===== src/rtl/uart_cmd_ctrl_pkg.sv =====
// Shared types and constants for the UART command sequencer.
package uart_cmd_pkg;

  typedef enum logic [2:0] {
    IDLE,
    ADDR,
    DATA,
    EXEC,
    RESP
  } state_t;

  localparam logic [7:0] OP_WRITE = 8'h57;
  localparam logic [7:0] OP_READ  = 8'h52;
  localparam logic [7:0] RSP_OK   = 8'h4B;

  // True for the two opcodes that start a command.
  function automatic logic is_opcode(input logic [7:0] b);
    return (b == OP_WRITE) || (b == OP_READ);
  endfunction

endpackage


===== src/rtl/uart_cmd_ctrl_timeout.sv =====
// Inter-byte timeout: a down-counter reloaded by 'clear'; 'expired' flags
// the cycle in which TIMEOUT_CYC-1 idle cycles have elapsed since the last clear.
module uart_cmd_timeout #(
  parameter int TIMEOUT_CYC = 5_000_000
) (
  input  logic clk,
  input  logic rst_n,
  input  logic clear,
  output logic expired
);

  localparam int CNT_W = (TIMEOUT_CYC > 1) ? $clog2(TIMEOUT_CYC) : 1;
  localparam logic [CNT_W-1:0] LOAD = CNT_W'(TIMEOUT_CYC - 1);

  logic [CNT_W-1:0] count;

  // Reload on clear, otherwise count down and park at zero.
  always_ff @(posedge clk or negedge rst_n) begin
    if (!rst_n) begin
      count <= LOAD;
    end else if (clear) begin
      count <= LOAD;
    end else if (count != '0) begin
      count <= count - 1'b1;
    end
  end

  assign expired = !clear && (count == '0);

endmodule


===== src/rtl/uart_cmd_ctrl.sv =====
// UART command sequencer: parses 'W'/'R' byte commands into single-word
// SDRAM requests and returns the response bytes over the UART transmitter.
// Optional inter-byte timeout is enabled with the UART_CMD_TIMEOUT_EN macro.
module uart_cmd_ctrl
  import uart_cmd_pkg::*;
#(
  parameter int ADDR_W      = 24,
  parameter int TIMEOUT_CYC = 5_000_000
) (
  input  logic              clk,
  input  logic              rst_n,
  input  logic [7:0]        rx_data,
  input  logic              rx_valid,
  output logic              mem_req,
  output logic              mem_we,
  output logic [ADDR_W-1:0] mem_addr,
  output logic [15:0]       mem_wdata,
  input  logic              mem_ack,
  input  logic [15:0]       mem_rdata,
  output logic [7:0]        tx_data,
  output logic              tx_start,
  input  logic              tx_busy,
  output logic              busy,
  output logic              err
);

  state_t      state;
  state_t      state_next;
  logic [1:0]  cnt;
  logic [1:0]  cnt_next;
  logic [23:0] addr_q;
  logic [15:0] rdata_q;
  logic        err_next;
  logic        latch_op;
  logic        shift_addr;
  logic        shift_data;
  logic        capture;
  logic        tx_fire;
  logic [7:0]  tx_byte;
  logic [1:0]  last_idx;
  logic        expired;

`ifdef UART_CMD_TIMEOUT_EN
  logic timeout_clear;

  assign timeout_clear = rx_valid || !((state == ADDR) || (state == DATA));

  uart_cmd_timeout #(
    .TIMEOUT_CYC(TIMEOUT_CYC)
  ) u_timeout (
    .clk    (clk),
    .rst_n  (rst_n),
    .clear  (timeout_clear),
    .expired(expired)
  );
`else
  logic timeout_unused;

  assign timeout_unused = (TIMEOUT_CYC == 0);
  assign expired        = 1'b0;
`endif

  assign mem_req  = (state == EXEC);
  assign busy     = (state != IDLE);
  assign mem_addr = addr_q[ADDR_W-1:0];
  assign last_idx = mem_we ? 2'd0 : 2'd1;

  // State register.
  always_ff @(posedge clk or negedge rst_n) begin
    if (!rst_n) begin
      state <= IDLE;
    end else begin
      state <= state_next;
    end
  end

  // Next-state, byte counter and datapath strobes.
  always_comb begin
    state_next = state;
    cnt_next   = cnt;
    err_next   = 1'b0;
    latch_op   = 1'b0;
    shift_addr = 1'b0;
    shift_data = 1'b0;
    capture    = 1'b0;
    tx_fire    = 1'b0;
    tx_byte    = 8'h00;
    case (state)
      IDLE: begin
        if (rx_valid) begin
          if (is_opcode(rx_data)) begin
            latch_op   = 1'b1;
            state_next = ADDR;
          end else begin
            err_next = 1'b1;
          end
        end
      end
      ADDR: begin
        if (rx_valid) begin
          shift_addr = 1'b1;
          if (cnt == 2'd2) begin
            state_next = mem_we ? DATA : EXEC;
          end else begin
            cnt_next = cnt + 2'd1;
          end
        end else if (expired) begin
          err_next   = 1'b1;
          state_next = IDLE;
        end
      end
      DATA: begin
        if (rx_valid) begin
          shift_data = 1'b1;
          if (cnt == 2'd1) begin
            state_next = EXEC;
          end else begin
            cnt_next = cnt + 2'd1;
          end
        end else if (expired) begin
          err_next   = 1'b1;
          state_next = IDLE;
        end
      end
      EXEC: begin
        err_next = rx_valid;
        if (mem_ack) begin
          capture    = 1'b1;
          state_next = RESP;
          if (!tx_busy) begin
            tx_fire = 1'b1;
            tx_byte = mem_we ? RSP_OK : mem_rdata[15:8];
          end
        end
      end
      RESP: begin
        err_next = rx_valid;
        if (tx_start) begin
          if (cnt == last_idx) begin
            state_next = IDLE;
          end else begin
            cnt_next = cnt + 2'd1;
          end
        end else if (!tx_busy) begin
          tx_fire = 1'b1;
          if (mem_we) begin
            tx_byte = RSP_OK;
          end else if (cnt == 2'd0) begin
            tx_byte = rdata_q[15:8];
          end else begin
            tx_byte = rdata_q[7:0];
          end
        end
      end
      default: begin
        state_next = IDLE;
      end
    endcase
    if (state_next != state) begin
      cnt_next = 2'd0;
    end
  end

  // Command registers, captured read data and registered strobes.
  always_ff @(posedge clk or negedge rst_n) begin
    if (!rst_n) begin
      cnt       <= 2'd0;
      mem_we    <= 1'b0;
      addr_q    <= 24'h0;
      mem_wdata <= 16'h0;
      rdata_q   <= 16'h0;
      tx_data   <= 8'h00;
      tx_start  <= 1'b0;
      err       <= 1'b0;
    end else begin
      cnt      <= cnt_next;
      tx_start <= tx_fire;
      err      <= err_next;
      if (latch_op) begin
        mem_we <= (rx_data == OP_WRITE);
      end
      if (shift_addr) begin
        addr_q <= {addr_q[15:0], rx_data};
      end
      if (shift_data) begin
        mem_wdata <= {mem_wdata[7:0], rx_data};
      end
      if (capture) begin
        rdata_q <= mem_rdata;
      end
      if (tx_fire) begin
        tx_data <= tx_byte;
      end
    end
  end

endmodule


===== config.mk =====
export PLATFORM = sky130hd
export DESIGN_NAME = uart_cmd_ctrl
export DESIGN_NICKNAME = d
export VERILOG_FILES = /design/src/rtl/uart_cmd_ctrl_pkg.sv /design/src/rtl/uart_cmd_ctrl_timeout.sv /design/src/rtl/uart_cmd_ctrl.sv
export SDC_FILE = /design/constraint.sdc
export NUM_CORES = 1
export LEC_CHECK = 0
export CAP_MARGIN = 20
export CELL_PAD_IN_SITES_DETAIL_PLACEMENT = 0
export CELL_PAD_IN_SITES_GLOBAL_PLACEMENT = 1
export CORE_MARGIN = 3
export CORE_UTILIZATION = 38
export CTS_CLUSTER_SIZE = 25
export DETAILED_ROUTE_END_ITERATION = 16
export PLACE_DENSITY_LB_ADDON = 0.1
export SYNTH_ARGS = -nofsm -noshare
export SYNTH_HDL_FRONTEND = slang
export SYNTH_SLANG_ARGS = --single-unit

===== constraint.sdc =====
create_clock -name clk -period 2.3 [get_ports clk]
set_input_delay 0.345 -clock clk [delete_from_list [all_inputs] [get_ports clk]]
set_output_delay 0.345 -clock clk [all_outputs]
set_load 0.03 [all_outputs]

# --- Yosys cells after proc, flatten, opt, wreduce, memory -nomap -nowiden ---
# Cells that the tools add are included.
totals:
  ff_bits: 72
  output_inout_bits: 53
  elab_cells: 76
op_classes:
  add_sub_neg: 1
  eq_ne: 16
  mux: 43
  reduce_logical: 7
op_table:
  columns: ["op", "n"]
  rows:
  - ["$mux 8", 7]
  - ["$mux 3", 9]
  - ["$ne 3x3->1 const B", 6]
  - ["$eq 8x7->1 const B", 2]
  - ["$pmux 8 s2", 1]
  - ["$mux 1", 15]
  - ["$pmux 3 s5", 1]
  - ["$mux 2", 7]
  - ["$reduce_and 7->1", 1]
  - ["$eq 3x2->1 const B", 2]
  - ["$pmux 2 s3", 1]
  - ["$pmux 1 s2", 2]
  - ["$reduce_bool 4->1", 1]
  - ["$eq 3x1->1 const B", 1]
  - ["$eq 3x3->1 const B", 1]
  - ["$logic_not 3->1", 1]
  - ["$ne 3x3->1", 1]
  - ["$reduce_bool 3->1", 1]
  - ["$add 2x1->2 const B", 1]
  - ["$eq 2x1->1", 1]
  - ["$eq 2x1->1 const B", 1]
  - ["$eq 2x2->1 const B", 1]
  - ["$logic_not 2->1", 1]
  - ["$reduce_or 2->1", 1]
  - ["$logic_or 1x1->1", 1]

# --- Depth between registers and ports, before layout ---
depth:
  word_depth: 8
  mapped_depth: 7
  mapped_depth_nobuf: 6

# --- Worst setup path after synthesis ---
# OpenSTA, ideal clock, no wires.
synth_path:
  path_kind: "reg2reg"
  from: "register tx_start"
  to: "register tx_data[6]"
  setup_time_ns: 0.126
  arrival_ns: 1.821
  slack_ns: 0.353
  path_stages_with_launch: 7
  path_buffers: 2
  cell_sequence: "dfrtp_1 > or4b_1 > buf_2 > a21o_1 > buf_6 > a2111oi_4 > nor2_1"
synth_via:
  elab_chain_len: 2
  elab_cells_between_ends: 4
  classes_between: "mux (4)"
synth_rtl:
  columns: ["item", "line_no", "source"]
  rows:
  - ["start: declaration", "uart_cmd_ctrl.sv:21", "output logic tx_start,"]
  - ["start signal: assignment", "uart_cmd_ctrl.sv:177", "tx_start <= tx_fire;"]
  - ["$mux 8 / $mux 1 (equally long branches)", "uart_cmd_ctrl.sv:138", "if (tx_start) begin"]
  - ["$pmux 8 s2 / $pmux 1 s2 (equally long branches)", "uart_cmd_ctrl.sv:88", "case (state)"]
  - ["end signal: assignment", "uart_cmd_ctrl.sv:192", "tx_data <= tx_byte;"]
  - ["end: declaration", "uart_cmd_ctrl.sv:20", "output logic [7:0] tx_data,"]
# Several ways; a longest one is shown, not always the timed one.
# A chain may end at the register's enable or synchronous reset.

# --- Worst setup path in the final report ---
layout_path:
  from: "register mem_we"
  to: "output mem_we"
layout_lines:
  columns: ["item", "line_no", "source"]
  rows:
  - ["start: declaration", "uart_cmd_ctrl.sv:15", "output logic mem_we,"]
  - ["start signal: assignment", "uart_cmd_ctrl.sv:180", "mem_we <= (rx_data == OP_WRITE);"]
# No word-level cell between the ends.

==> metrics <==
Post-synth EDFFs=0; first-pass GRT wire length=12.3 mm; largest net degree at the start of global routing=49; startpoint types=flip-flop; Post-Route WL=7.41 mm; vias in the first global route=2472; reg2reg end=cnt[1]$_DFFE_PN0P_; synthesized area per cell=11.4 sq um; Slew Viols, Final=0; placed insts=464; fin worst setup slack=0.142 ns; final core occ=55.2%; MaxCap Viol Count=0; antenna violations before repair=0; Worst Path Arrival=1.81 ns; RSZ-0062 raised after global routing=false; reg2reg path depth=6; Buf/Inv on CP=1; prevailing post-synth register cell=dfrtp_1; setup repair bufs after CTS=0; Initial Util=40.4%; Vias/cell=4.95; Crit path required time=1.96 ns; Final Wtd Congestion=0.805; clock buffer depth=2; reg2reg start=cnt[1]$_DFFE_PN0P_; Non-Filler Instances=480; core area=7970 sq um; leading cell type in the layout, fill and taps excluded=clkdlybuf4s50_1; Synth top area share=56.0%; GRT overflow=0; Initial DRC Count=83; H-tree depth=3; fmax=463 MHz; largest cells by area after synthesis=dfrtp_1 56%, mux2_2 14%, nand2_1 6.4%, mux2i_1 2.5%, nor2_1 2.0%; Synth Register Bits=72; Post-synth ARST share=100%; CTS hold repair buffers=0; CTS tree=done; CP delay by family, top=buffers and inverters; crit-path cells=clkdlybuf4s50_1; clk root buf=clkbuf_8; Reg clk slew, reported paths=0.08 ns; Slew @ Worst Pin=0.633 ns; Synth Net Count=315; Max stage delay cell, worst path=clkdlybuf4s50_1; post-route ant nets=0; IO buf count=81; P per Cell Area=1080 nW/um^2; HP Class=primary input to asynchronous set/reset pin; I/O Pins=82; setup TNS=0 ns; nets=406; Initial DRT Pass Iterations=4; synthesized cell area=3220 sq um; register area share after synthesis=56.0%; Pleak=2.05 nW; All-Layer GR Usage=16.1%; routed len/inst=15.4 um; hold violation count in the final report=0; Placed Area=4200 sq um; final critical-path required period=2.16 ns; CTS Buf Count=9; sum of net half-perimeters after detailed placement=5.32 mm; Netlist cell types=40; endpoint type of the worst setup path=output pin; Cell Rows=32; pre-CTS setup slack=0.278 ns; Fin Clk Skew=0.0113 ns; Residual DRC=0; reg2reg setup slack=0.34 ns; worst-path fanout max=13; vias=2377; leading area contributor after synthesis=dfrtp_1; Final Cycle Share=93.8%; Slowest Stage Delay on Critical Path=0.78 ns; commonest cells after routing, fill and taps aside=78 x clkdlybuf4s50_1, 72 x dfrtp_1, 55 x nand2_1; Slew headroom=57.3%; die area=9610 sq um; diode count=0; Die Y=98.0 um; layout cells sized above 1=20.1%; synth warn=0; Max VDD drop=0.667 mV; WS Path Type=flip-flop to output pin; clock sink count=72; outcome=complete, no violations; Setup violations, final=0; Clk Latency, worst-skew pair=0.35 ns; final instance area=4400 sq um; die width=98.0 um; Area Overhead vs Synth=36.6%; synthesized instance count=282
cells by family (layout without fill, tap and decap cells):
group / after synthesis / count (layout) / synth area share [%]
flip-flops: 72 / 72 / 56.0
multiplexers: 48 / 48 / 16.5
buffers and inverters: 25 / 121 / 3.42
XOR/XNOR: 2 / 2 / 0.544
adder cells (fa/ha/maj): 4 / 4 / 1.55
AND/OR/NAND/NOR: 97 / 97 / 14.2
AO/OA/AOI/OAI: 34 / 34 / 7.85
sequential cells by signal, indices dropped and copies added, names as in the netlist:
register / count
cnt: 2
err: 1
mem_addr: 24
mem_wdata: 16
mem_we: 1
rdata_q: 16
state: 3
tx_data: 8
tx_start: 1
power by group:
group | total [W] | switching, W | internal [W]
clock network | 0.000993 | 0.000486 | 0.000507
registers | 0.00175 | 0.000214 | 0.00154
logic | 0.00200 | 0.00108 | 0.000921
Yosys cell counts, types with 3 or more instances:
cell       number
nor2_1         17
buf_2           7
o31ai_1         5
a21oi_1         6
o21ai_0         5
nor3_1          3
nand2_1        55
clkbuf_1        9
nor2b_1         3
ha_1            4
a211oi_1        4
a2111oi_0       3
mux2i_1         8
inv_1           8
mux2_2         40
dfrtp_1        72
a31oi_1         3
metal layers:
layer | track usage, % | share of wire (%)
met1 | 20.9 | 44
met2 | 24.7 | 47
met3 | 7.29 | 8.1
met4 | 4.05 | 0.96
met5 | 0 | 0
through the flow:
stage	hold WS, ns	total power [W]
floorplan	0.0494	0.00296
global placement	0.405	0.00378
detailed placement	0.406	0.00378
CTS	0.0236	0.00480
global route	0.0505	0.00503
finish	0.0137	0.00474
final cells by class:
type / instances / area, sq um
clock buffers: 10 / 128
clock inverters: 6 / 68.8
fillers: 736 / 3570
inverters: 8 / 30.0
multi-input cells: 185 / 1310
flip-flops and latches: 72 / 1800
well taps: 102 / 128
repair buffers: 97 / 933
how the worst max path moves through the flow:
stage                       start                     end  slack, ns  depth (start not counted)
3_5_place_dp           rx_data[4]      state[0]$_DFF_PN0_       0.28                          6
6_report       mem_we$_DFFE_PN0P_                  mem_we       0.14                          1
5_1_grt        mem_we$_DFFE_PN0P_                  mem_we       0.06                          1
2_1_floorplan  tx_start$_DFF_PN0_  tx_data[6]$_DFFE_PN0P_       0.35                          6
3_3_place_gp           rx_data[4]      state[0]$_DFF_PN0_       0.23                          6
4_1_cts        state[1]$_DFF_PN0_                    busy      0.005                          3
what timing repair did:
action / CTS / global route
endpoints found under the hold margin: 0 / 0
endpoints found under the setup margin: 0 / 2
gates resized for setup: 0 / 2
(Power assumes the default switching activity.)
